--- src/rtl/sp_mem_arbiter.sv ---
// sp_mem_arbiter: round-robin arbiter sharing one single-port SRAM between two requesters.
// Define SP_MEM_ARB_LOCK_EN to build the bounded lock FSM honouring lock_i.
module sp_mem_arbiter #(
  parameter int DATA_WIDTH = 64,
  parameter int ADDR_WIDTH = 10,
  parameter int MAX_LOCK   = 8
) (
  input  logic                        clk,
  input  logic                        rst_n,
  input  logic [1:0]                  req_i,
  output logic [1:0]                  gnt_o,
  input  logic [1:0]                  lock_i,
  input  logic [2*ADDR_WIDTH-1:0]     addr_i,
  input  logic [1:0]                  we_i,
  input  logic [2*(DATA_WIDTH/8)-1:0] be_i,
  input  logic [2*DATA_WIDTH-1:0]     wdata_i,
  output logic [DATA_WIDTH-1:0]       rdata_o,
  output logic [1:0]                  rvalid_o,
  output logic                        CEN_o,
  output logic                        WEN_o,
  output logic [ADDR_WIDTH-1:0]       A_o,
  output logic [DATA_WIDTH-1:0]       D_o,
  output logic [DATA_WIDTH/8-1:0]     BE_o,
  input  logic [DATA_WIDTH-1:0]       Q_i
);
  localparam int BW = DATA_WIDTH / 8;
  logic       prio_q, prio_d;
  logic [1:0] rvalid_q, rvalid_d;
  logic [1:0] gnt_rr;
  logic       g, any;
  assign gnt_rr = (&req_i) ? (prio_q ? 2'b10 : 2'b01) : req_i;
  assign g      = gnt_o[1];
  assign any    = |gnt_o;
  assign CEN_o  = ~any;
  assign WEN_o  = ~(any & we_i[g]);
  assign A_o    = any ? (g ? addr_i[2*ADDR_WIDTH-1:ADDR_WIDTH] : addr_i[ADDR_WIDTH-1:0]) : '0;
  assign D_o    = any ? (g ? wdata_i[2*DATA_WIDTH-1:DATA_WIDTH] : wdata_i[DATA_WIDTH-1:0]) : '0;
  assign BE_o   = any ? (g ? be_i[2*BW-1:BW] : be_i[BW-1:0]) : '0;
  assign rdata_o  = Q_i;
  assign rvalid_o = rvalid_q;
  assign rvalid_d = gnt_o;
`ifdef SP_MEM_ARB_LOCK_EN
  localparam int CW = $clog2(MAX_LOCK + 1);
  localparam logic [1:0] IDLE  = 2'd0;
  localparam logic [1:0] LOCK0 = 2'd1;
  localparam logic [1:0] LOCK1 = 2'd2;
  logic [1:0]    state_q, state_d;
  logic [CW-1:0] lock_cnt_q, lock_cnt_d;
  logic          p;
  assign gnt_o = (state_q == LOCK0) ? {1'b0, req_i[0]} :
                 (state_q == LOCK1) ? {req_i[1], 1'b0} : gnt_rr;
  // the lock ends on the grant that makes MAX_LOCK consecutive grants to the port
  always_comb begin
    prio_d     = prio_q;
    state_d    = state_q;
    lock_cnt_d = lock_cnt_q;
    p          = (state_q == LOCK1);
    if (state_q == IDLE) begin
      if (any) begin
        prio_d = ~g;
        if (lock_i[g] && MAX_LOCK > 1) begin
          state_d    = g ? LOCK1 : LOCK0;
          lock_cnt_d = CW'(1);
        end
      end
    end else begin
      if (any) lock_cnt_d = (lock_cnt_q == CW'(MAX_LOCK)) ? lock_cnt_q : lock_cnt_q + 1'b1;
      if (!req_i[p] || !lock_i[p] || lock_cnt_q >= CW'(MAX_LOCK - 1)) begin
        state_d = IDLE;
        prio_d  = ~p;
      end
    end
  end
  always_ff @(posedge clk or negedge rst_n) begin
    if (!rst_n) begin
      prio_q     <= 1'b0;
      rvalid_q   <= 2'b00;
      state_q    <= IDLE;
      lock_cnt_q <= '0;
    end else begin
      prio_q     <= prio_d;
      rvalid_q   <= rvalid_d;
      state_q    <= state_d;
      lock_cnt_q <= lock_cnt_d;
    end
  end
`else
  logic lock_unused;
  assign lock_unused = ^lock_i ^ (MAX_LOCK > 0);
  assign gnt_o  = gnt_rr;
  assign prio_d = any ? ~g : prio_q;
  always_ff @(posedge clk or negedge rst_n) begin
    if (!rst_n) begin
      prio_q   <= 1'b0;
      rvalid_q <= 2'b00;
    end else begin
      prio_q   <= prio_d;
      rvalid_q <= rvalid_d;
    end
  end
`endif
endmodule

--- config.mk ---
export PLATFORM = sky130hd
export DESIGN_NAME = sp_mem_arbiter
export DESIGN_NICKNAME = d
export VERILOG_FILES = /design/src/rtl/sp_mem_arbiter.sv
export SDC_FILE = /design/constraint.sdc
export NUM_CORES = 1
export LEC_CHECK = 0
export BUFFER_PORTS_ARGS = -buffer_cell sky130_fd_sc_hd__clkbuf_2
export CAP_MARGIN = 40
export CORE_AREA = 10 10 142 144
export DETAILED_ROUTE_END_ITERATION = 8
export DIE_AREA = 0 0 152 154
export PLACE_DENSITY = 0.52
export SYNTH_ARGS = -nofsm -noshare
export SYNTH_HDL_FRONTEND = slang
export SYNTH_SLANG_ARGS = --single-unit
--- constraint.sdc ---
create_clock -name clk -period 1.55 [get_ports clk]
set_clock_uncertainty 0.1 [all_clocks]
set_input_delay 0 -clock clk [delete_from_list [all_inputs] [get_ports clk]]
set_output_delay 0 -clock clk [all_outputs]
set_load 0.05 [all_outputs]
-- Word level (Yosys, flattened, before mapping)
Index checks and enable logic that the tools add are counted.
Widths: inputs -> output; s select.
- bitwise gates (word level): 4
- reductions and logical operators: 2
- muxes and demuxes: 10
- order comparisons: 1
- operators with widths (kind ; number):
    $mux 64 ; 2
    $mux 10 ; 2
    $mux 8 ; 2
    $mux 2 ; 2
    $not 1->1 ; 3
    $lt 1x2->1 const B ; 1
    $mux 1 ; 2
    $reduce_and 2->1 ; 1
    $reduce_or 2->1 ; 1
    $and 1x1->1 ; 1
- logic and storage cells: 19
- register bits: 3

-- Depth between registers and ports, before layout
Gate-level depths: netlist of the first run.
- word-level depth: 6
- depth in mapped cells: 5
- mapped depth without buffers: 2

-- Worst setup path before layout of the first run
No wires, ideal clock.
- path kind: register to output
- from: reg prio_q
- to: out WEN_o
- arrival time: 1684 ps
- slack: -234 ps
- cell stages (with the launch flop): 5
- path buffers: 2
- path through: dfrtp_1 -> nand2b_4 -> buf_4 -> buf_2 -> a32oi_1
- word-level cells in the longest chain between the ends: 6
- elaborated cells on any way between the ends: 7
- ends and longest elaborated chain (what ; RTL line ; source):
    start: declaration ; 27 ; logic prio_q, prio_d;
    start signal: assignment ; 97 ; prio_q <= prio_d;
    $mux 2 (*) (2 in a row) ; 31 ; assign gnt_rr = (&req_i) ? (prio_q ? 2'b10 : 2'b01) : req_i;
    $mux 1 (not written as such) (2 in a row) ; 35 ; assign WEN_o = ~(any & we_i[g]);
    $and 1x1->1 (*) ; 35 ;
    $not 1->1 (*) ; 35 ;
    end: declaration ; 20 ; output logic WEN_o,
Mark *: on every way between the ends. The rest lies on a longest branch, timed or not. The select of a mux whose other input is x is not followed.

-- Worst setup path in the final report of the first run
- from: reg prio_q
- to: out D_o[16]
- word-level cells in the longest chain between the ends: 4
- elaborated cells on any way between the ends: 5
- ends and longest elaborated chain (what ; RTL line ; source):
    $mux 2 (*) (2 in a row) ; 31 ;
    $mux 64 / $reduce_or 2->1 (equally long branches) ; 37, 33 ;
    $mux 64 (*) ; 37 ; assign D_o = any ? (g ? wdata_i[2*DATA_WIDTH-1:DATA_WIDTH] : wdata_i[DATA_WIDTH-1:0]) : '0;
    end: declaration ; 22 ; output logic [DATA_WIDTH-1:0] D_o,
Mark *: on every way between the ends. The rest lies on a longest branch, timed or not.

==> impl_results.md, run 1 <==
* Outcome: complete, but fails checks
* Failing checks: setup timing
* Power Density at 764 mW/mm²
* Yosys reg bits at 3
* Internal power at 0.00185 W
* Syn Inst Count at 184
* Final setup fails at 83
* Post-synth top area share at 51.1%
* GRT Total Usage at 11.1%
* DP Area at 0.00392 mm²
* TritonRoute pass-1 iters at 4
* Core Box Area at 0.0172 mm²
* Site Rows at 48
* Switching share of power at 50.0%
* Layout cell share with drive strength beyond 1 at 78.1%
* Synth Warn # at 0
* Setup crit end kind: primary output
* CP Data Required Time at 1450 ps
* Initial DRC count at 119
* CTS tree: done
* Final worst slack at -66.8 ps
* I/O pin cnt at 388
* Syn Std Cell Area at 0.00161 mm²
* Critical Path Start Type: flip-flop
* Largest net degree at the start of global routing at 48
* Arrival @ worst endpoint at 1520 ps
* TritonCTS buffer count at 3
* Post-DR wirelength/cell at 22.1 µm
* Fin nets at 666
* Final cell count without fillers at 655
* Clock network power share at 11.1%
* RSZ-0062 raised after global routing: yes
* CP Class: flip-flop to primary output
* Synth Area per Inst at 8.73 µm²
* Clock Latency Late Sink at 220 ps
* Most common cell after layout, fill and taps aside: clkbuf_2
* GPL Wtd Cong at 0.713
* Drt drc at 0
* Maxcap violations at 0
* H-tree depth at 1
* Antenna violations before repair at 1
* PortBufs at 257
* Cell variety after synth at 12
* Vias at 2,689
* Area Growth Syn to Fin at 201%
* Die Area at 0.0234 mm²
* Placed cell count at 581
* DP HPWL at 10,100 µm
* Die Y at 154 µm
* F_max at 619 MHz
* Vias in the first global route at 3,222
* Design area at 0.00484 mm²
* Combinational Power Share at 86.4%
* Clk sink count at 3
* Mapped Nets at 420
* Top cells by area, synth: a32o_1 51%, buf_4 31%, buf_6 4.9%
* CTS root buffer: clkbuf_16
* Clock tree buffer depth at 2
* Final wirelength at 14,500 µm
* Starting Density at 9.35%
* Commonest cells after routing, fill and taps aside: 171 x clkbuf_2, 90 x buf_12, 65 x dlygate4sd3_1, 60 x a32o_2, 22 x a32o_1
* Global-route wire length before repair at 21,200 µm
* Period utilization at 104%
* Post-synthesis sequential area ratio at 4.67%
* Cell accounting for the most synthesized area: a32o_1
* Worst-path clk slew at 30 ps
* Least-Margin Pin Slew at 540 ps
* Chip width at 152 µm
* Leakage at 2.41 nW
* Crit path max fanout at 32
* Slew Limit Headroom at 63.9%
* CP max stage cell: dfrtp_1
* Worst-path cell chain: nand2b_4 > buf_16 > a32o_2 > buf_12
* Fin crit period at 1620 ps
* Maximum vdd drop at 0.282 mV
* Worst Hold Class: input pin to async pin
* Gr ovfl total at 0
* Vias/cell at 4.11
* Slowest cell delay on critical path at 400 ps
* Net switching power at 0.00185 W
* Routed Antenna Nets at 0
* Flop pwr share at 2.5%
* Final Hold Viols at 0
* Fin. max-slew vios at 0
## Yosys cell counts, drive strengths merged
| master | number |
|---|---|
| clkbuf | 9 |
| a21oi | 1 |
| a32oi | 1 |
| and2 | 1 |
| nor2 | 2 |
| nand2b | 1 |
| a21boi | 1 |
| buf | 83 |
| dfrtp | 3 |
| a32o | 82 |
## critical path, delay by kind of cell, from the launching register on
| family | cells | cell delay, ps |
|---|---|---|
| AOI/OAI and AO/OA | 1 | 320 |
| and+or+nand+nor | 1 | 200 |
| DFF | 1 | 400 |
| buffers and inverters | 2 | 340 |
## cell type report
cell class,instances,area (µm²)
Fill cell,1775,12300
Multi-Input combinational cell,89,977
Tap cell,225,282
Sequential cell,3,75.1
Clock buffer,4,78.8
Antenna cell,1,2.50
Timing Repair Buffer,333,3420
## state kept, by name (all words and copies together), names as in the netlist
register,flops
rvalid_o,2
prio_q,1
## logic make-up (layout without fill, tap and decap cells)
family	after synthesis	after routing	synth area share (%)
AOI/OAI and AO/OA	85	85	52.6
other	0	1	0
DFF	3	3	4.67
buffers and inverters	92	337	41.0
and+or+nand+nor	4	4	1.71
## final timing paths
path                          start     endpoint  slack (ps)  cells past startpoint
setup / recovery             prio_q      D_o[16]         -70                      4
setup reg to reg             prio_q  rvalid_o[1]         330                      3
hold reg to reg              prio_q       prio_q         530                      2
min in group clk           req_i[0]       prio_q          40                      3
hold / removal                rst_n  rvalid_o[0]          40                      2
max in group asynchronous     rst_n       prio_q        1200                      2
## metal layers
metal  part of all wire [%]  global-route usage, %  vias to the layer above
met3                     11                   5.24                        9
met2                     54                   21.1                      224
met1                     34                   11.0                     1254
met5                      0                      0                        -
met4                   0.91                   1.47                        0
li1                       -                      -                     1202
## through the flow
step                setup TNS [ps]  total power (W)  setup WS, ps  util [%]  hold slack, ps
floorplan                    -5.93          0.00180         -5.93         -            -396
global placement                 0          0.00272          94.6      22.8            -294
detailed placement               0          0.00274          88.5      22.8            -293
CTS                          -4050          0.00373         -72.3      28.0            23.7
global route                 -6360          0.00383         -90.0      28.2            55.9
finish                       -3360          0.00370         -66.8      28.2            39.6
## timing repair
action | CTS | global route
cloned | 2 | 0
endpoints found under the hold margin | 67 | 0
pin swaps | 3 | 0
setup buffers | 2 | 0
gates resized for setup | 52 | 16
hold buffers | 65 | 0
setup endpoints to repair | 85 | 85
## power groups by stage
stage / Combinational [W] / Sequential, W / Clock [W]
5_1_grt: 0.00331 / 0.0000941 / 0.000422
6_report: 0.00320 / 0.0000933 / 0.000409
3_5_place_dp: 0.00264 / 0.0000951 / 0
2_1_floorplan: 0.00169 / 0.000109 / 0
3_3_place_gp: 0.00263 / 0.0000950 / 0
4_1_cts: 0.00322 / 0.0000935 / 0.000413
(Power assumes the default switching activity.)
==> inputs of run 2 (changes only) <==
--- a/config.mk
+++ b/config.mk
@@ -8,6 +8,7 @@
 export BUFFER_PORTS_ARGS = -buffer_cell sky130_fd_sc_hd__clkbuf_2
 export CAP_MARGIN = 40
 export CORE_AREA = 10 10 142 144
+export CTS_BUF_LIST = sky130_fd_sc_hd__clkbuf_8
 export DETAILED_ROUTE_END_ITERATION = 8
 export DIE_AREA = 0 0 152 154
 export PLACE_DENSITY = 0.52
==> run 2 against run 1 <==
The flow still finishes with violations (setup timing). Sequential share of layout area about the same. Core utilization shrank 0.20 points. Flip-flop and latch count stayed put. Critical path depth unchanged. Wire length fell by 0.26%. Count of clock-buffer cells in the layout down 1. Non-clock buffer count unchanged. Worst hold slack gained 1.3 ps. Cell count unchanged. Critical path type unchanged.
==> impl_results.md, run 2 (synthesis gave the netlist of run 1 again) <==
* Outcome: complete, but fails checks
* Failing checks: setup timing
* Leakage at 2.40 nW
* Die Area at 0.0234 mm²
* Flop pwr share at 2.7%
* Fillers at 1,773
* Least-Margin Pin Slew at 540 ps
* Combinational Power Share at 91.2%
* Period utilization at 103%
* Fin nets at 666
* Clock network power share at 6.1%
* Final Hold Viols at 0
* Final setup fails at 83
* Fin crit period at 1600 ps
* I/O pin cnt at 388
* Drt drc at 0
* Crit path max fanout at 32
* Net switching power at 0.00183 W
* Core Box Area at 0.0172 mm²
* Commonest cells after routing, fill and taps aside: 171 x clkbuf_2, 90 x buf_12, 65 x dlygate4sd3_1, 60 x a32o_2, 22 x a32o_1
* Largest net degree at the start of global routing at 48
* GPL Wtd Cong at 0.713
* Global-route wire length before repair at 21,100 µm
* Clk sink count at 3
* TritonCTS buffer count at 3
* Starting Density at 9.35%
* Max reg flops at 2
* Post-DR wirelength/cell at 22.0 µm
* Antenna violations before repair at 1
* PortBufs at 257
* TritonRoute pass-1 iters at 4
* F_max at 624 MHz
* Maximum vdd drop at 0.282 mV
* DP HPWL at 10,100 µm
* Setup crit end kind: primary output
* CP Class: flip-flop to primary output
* CP Data Required Time at 1450 ps
* Clock Latency Late Sink at 210 ps
* Layout cell share with drive strength beyond 1 at 78.1%
* Chip width at 152 µm
* GRT Total Usage at 11.1%
* Most common cell after layout, fill and taps aside: clkbuf_2
* Die Y at 154 µm
* Hold slack at 40.8 ps
* RSZ-0062 raised after global routing: yes
* Final wirelength at 14,400 µm
* Site Rows at 48
* Setup TNS at -2160 ps
* Worst Hold Class: input pin to flip-flop
* Vias/cell at 4.11
* Vias at 2,695
* Switching share of power at 52.1%
* Gr ovfl total at 0
* Initial DRC count at 111
* Fin. max-slew vios at 0
* Area Growth Syn to Fin at 199%
* CTS tree: done
* Routed Antenna Nets at 0
* CTS root buffer: clkbuf_8
* Clock tree buffer depth at 2
* H-tree depth at 1
* Maxcap violations at 0
* Critical Path Start Type: flip-flop
* Internal power at 0.00168 W
* Power Density at 729 mW/mm²
* Worst slack, placed at 88.5 ps
* Vias in the first global route at 3,209
* Worst-path clk slew at 30 ps
* Final worst slack at -51.9 ps
* Slew Limit Headroom at 63.9%
* Arrival @ worst endpoint at 1500 ps
==> run 2: changes by cell type in the layout (fill, tap and decap cells not counted) <==
cell / previous run / this run
clkbuf_8: 0 / 3
clkbuf_16: 3 / 0
inv_1: 0 / 1
clkbuf_1: 1 / 0
==> run 2: power by group through the flow <==
stage	clock, W	sequential [W]	combinational (W)
global placement	0	0.0000950	0.00263
CTS	0.000220	0.0000930	0.00322
detailed placement	0	0.0000951	0.00264
floorplan	0	0.000109	0.00169
global route	0.000231	0.0000941	0.00331
finish	0.000214	0.0000930	0.00320
==> run 2: final cells by class <==
type                       count  area, µm²  area share (%)
sequential                     3       75.1            1.56
clock inverter                 1       3.75          0.0781
clock buffer                   3       41.3           0.859
antenna                        1       2.50          0.0521
tap                          225        282            5.86
multi-input combinational     89        977            20.3
timing repair buffer         333       3420            71.3
==> run 2: final timing paths <==
kind,slack (ps),end,startpoint,cells after the start
setup / recovery,-50,D_o[15],prio_q,4
hold / removal,40,prio_q,req_i[0],3
setup reg to reg,340,rvalid_o[1],prio_q,3
hold reg to reg,520,prio_q,prio_q,2
max in group asynchronous,1190,rvalid_o[1],rst_n,2
min in group asynchronous,50,prio_q,rst_n,2
==> run 2: what timing repair did <==
action	in CTS	in global routing
endpoints found under the setup margin	85	85
pin swaps	3	0
gates cloned	2	0
resized for setup	52	16
setup buffers	2	0
hold endpoints to repair	67	0
hold buffers	65	0
==> run 2: stage by stage <==
| stage | utilization [%] | instance area (µm²) | std cells | power, W |
|---|---|---|---|---|
| 2_1_floorplan | - | 1610 | 184 | 0.00180 |
| 4_1_cts | 27.8 | 4780 | 654 | 0.00354 |
| 6_report | 28.0 | 4810 | 655 | 0.00351 |
| 3_5_place_dp | 22.8 | 3920 | 581 | 0.00274 |
| 3_3_place_gp | 22.8 | 3920 | 581 | 0.00272 |
| 5_1_grt | 28.0 | 4810 | 655 | 0.00364 |
==> run 2: worst max-delay path, cell delays in order, from the launching register on <==
cell	delay (ps)
dfrtp_1	400
nand2b_4	200
buf_16	190
a32o_2	310
buf_12	150
==> run 2: metal layers <==
layer  track usage, %  share of wire [%]  vias to the layer above  routed length [µm]
met5                0                  0                        -                   0
met4             1.33               0.72                        0                 104
met3             5.24                 11                        6                1600
met2             21.0                 54                      226                7820
met1             10.9                 34                     1259                4910
li1                 -                  -                     1204                   -
==> inputs of run 3 (changes only) <==
--- a/config.mk
+++ b/config.mk
@@ -7,11 +7,14 @@
 export LEC_CHECK = 0
 export BUFFER_PORTS_ARGS = -buffer_cell sky130_fd_sc_hd__clkbuf_2
 export CAP_MARGIN = 40
+export CELL_PAD_IN_SITES_DETAIL_PLACEMENT = 1
+export CELL_PAD_IN_SITES_GLOBAL_PLACEMENT = 2
 export CORE_AREA = 10 10 142 144
 export CTS_BUF_LIST = sky130_fd_sc_hd__clkbuf_8
+export CTS_CLUSTER_SIZE = 14
 export DETAILED_ROUTE_END_ITERATION = 8
 export DIE_AREA = 0 0 152 154
-export PLACE_DENSITY = 0.52
+export PLACE_DENSITY = 0.95
 export SYNTH_ARGS = -nofsm -noshare
 export SYNTH_HDL_FRONTEND = slang
 export SYNTH_SLANG_ARGS = --single-unit
==> run 3 against run 2 <==
Critical path type unchanged. Count of clock-buffer cells in the layout unchanged. Highest routed layer unchanged. Largest power group unchanged. Critical endpoint is now D_o[31]. Sequential power is 0.8% higher. The run still ends with setup timing left. Worst hold slack worse by 16 ps. Combinational power rose by 1%.
==> impl_results.md, run 3 (synthesis gave the netlist of run 1 again) <==
* Vias/cell at 4.15
* Crit path max fanout at 45
* CP Class: flip-flop to primary output
* TritonRoute pass-1 iters at 4
* Layout cell share with drive strength beyond 1 at 83.3%
* Worst-path cell chain: nand2b_4 > buf_12 > a32o_2 > buf_12
* Most common cell after layout, fill and taps aside: clkbuf_2
* Critical Path Start Type: flip-flop
* CP Data Required Time at 1450 ps
* Largest net degree at the start of global routing at 58
* Failing checks: setup timing
* Routed Antenna Nets at 0
* Arrival @ worst endpoint at 1510 ps
* Die Area at 0.0234 mm²
* Vias in the first global route at 3,309
* Clock tree buffer depth at 2
* CTS tree: done
* Area Growth Syn to Fin at 201%
* Core Box Area at 0.0172 mm²
* Initial DRC count at 88
* Starting Density at 9.35%
* Setup crit end kind: primary output
* Antenna cell count at 0
* Power Density at 733 mW/mm²
* Crit-path leading delay family: flip-flops
* Clk sink count at 3
* Buf+Inv Stages, Crit Path at 2
* I/O pin cnt at 388
* Final wirelength at 15,300 µm
* Setup TNS at -1790 ps
* RSZ-0062 raised after global routing: yes
* Maximum vdd drop at 0.308 mV
* Worst-path clk slew at 30 ps
* Period utilization at 104%
* DP HPWL at 10,800 µm
* Final setup fails at 70
* Hold slack at 24.3 ps
* TritonCTS buffer count at 3
* CTS root buffer: clkbuf_8
* H-tree depth at 1
* Final Hold Viols at 0
* Gr ovfl total at 0
* Final worst slack at -62.4 ps
* Global-route wire length before repair at 22,100 µm
* GPL Wtd Cong at 0.754
* Slew Limit Headroom at 63.1%
* Worst path most repeated cell: buf_12
* GRT Total Usage at 11.7%
* Fin. max-slew vios at 0
* Worst Hold Class: input pin to async pin
* Leakage at 2.51 nW
* Commonest cells after routing, fill and taps aside: 171 x clkbuf_2, 89 x buf_12, 82 x a32o_2, 65 x dlygate4sd3_1, 4 x buf_4
* Post-DR wirelength/cell at 23.3 µm
* Antenna violations before repair at 0
* Fin crit period at 1610 ps
* F_max at 620 MHz
* Site Rows at 48
* PortBufs at 257
* Chip width at 152 µm
* Fin nets at 667
* Vias at 2,721
* Clock Latency Late Sink at 220 ps
* Max reg flops at 2
* Least-Margin Pin Slew at 551 ps
* Die Y at 154 µm
* CP max stage cell: dfrtp_1
* Outcome: complete, but fails checks
* Slowest cell delay on critical path at 410 ps
* Maxcap violations at 0
* Drt drc at 0
## run 3: cell count changes in the layout (fill, tap and decap cells not counted)
cell | before | now
clkbuf_4 | 1 | 0
diode_2 | 1 | 0
buf_12 | 90 | 89
buf_2 | 0 | 1
buf_6 | 1 | 0
clkbuf_16 | 0 | 1
a32o_1 | 22 | 0
a32o_2 | 60 | 82
buf_4 | 2 | 4
## run 3: stage by stage
stage / utilization, % / cells / setup slack (ps) / cell area [µm²] / total power (W)
global placement: 22.6 / 580 / -43.3 / 3890 / 0.00270
detailed placement: 22.6 / 580 / -91.1 / 3890 / 0.00273
CTS: 28.0 / 654 / -68.7 / 4810 / 0.00357
global route: 28.2 / 655 / -112 / 4840 / 0.00368
finish: 28.2 / 655 / -62.4 / 4840 / 0.00355
floorplan: - / 184 / -5.93 / 1610 / 0.00180
## run 3: final timing paths
path / slack (ps) / startpoint / end / depth (start not counted)
setup / recovery: -60 / prio_q / D_o[31] / 4
hold / removal: 20 / rst_n / prio_q / 2
setup reg to reg: 360 / prio_q / rvalid_o[1] / 3
hold reg to reg: 540 / prio_q / prio_q / 2
max in group asynchronous: 1210 / rst_n / rvalid_o[0] / 2
min in group clk: 40 / req_i[0] / prio_q / 3
## run 3: cell type report
class                      count  area [µm²]
multi-input combinational     89        1000
clock inverter                 1        3.75
sequential                     3        75.1
fill                        1939       12300
timing repair buffer         334        3430
tap                          225         282
clock buffer                   3        41.3
## run 3: metal layers
metal / vias up / part of all wire (%) / track usage [%]
li1: 1206 / - / -
met1: 1288 / 34 / 11.7
met2: 217 / 55 / 22.3
met3: 10 / 10 / 5.08
met4: 0 / 0.87 / 1.56
met5: - / 0 / 0
## run 3: worst reg2reg max path, stage by stage (launching register included)
cell	delay [ps]
dfrtp_1	410
nand2b_4	190
buf_12	170
and2_4	200
## run 3: timing repair
item,in CTS,in global routing
pin swaps,5,1
hold buffers,65,0
cloned,2,1
gates resized for setup,89,3
buffers inserted,3,0
endpoints found under the setup margin,85,85
hold endpoints to repair,67,0
## run 3: power breakdown
| part | switching [W] | internal (W) |
|---|---|---|
| clock | 0.0000498 | 0.000168 |
| sequential | 0.00000641 | 0.0000872 |
| combinational | 0.00179 | 0.00144 |
| total | 0.00185 | 0.00170 |
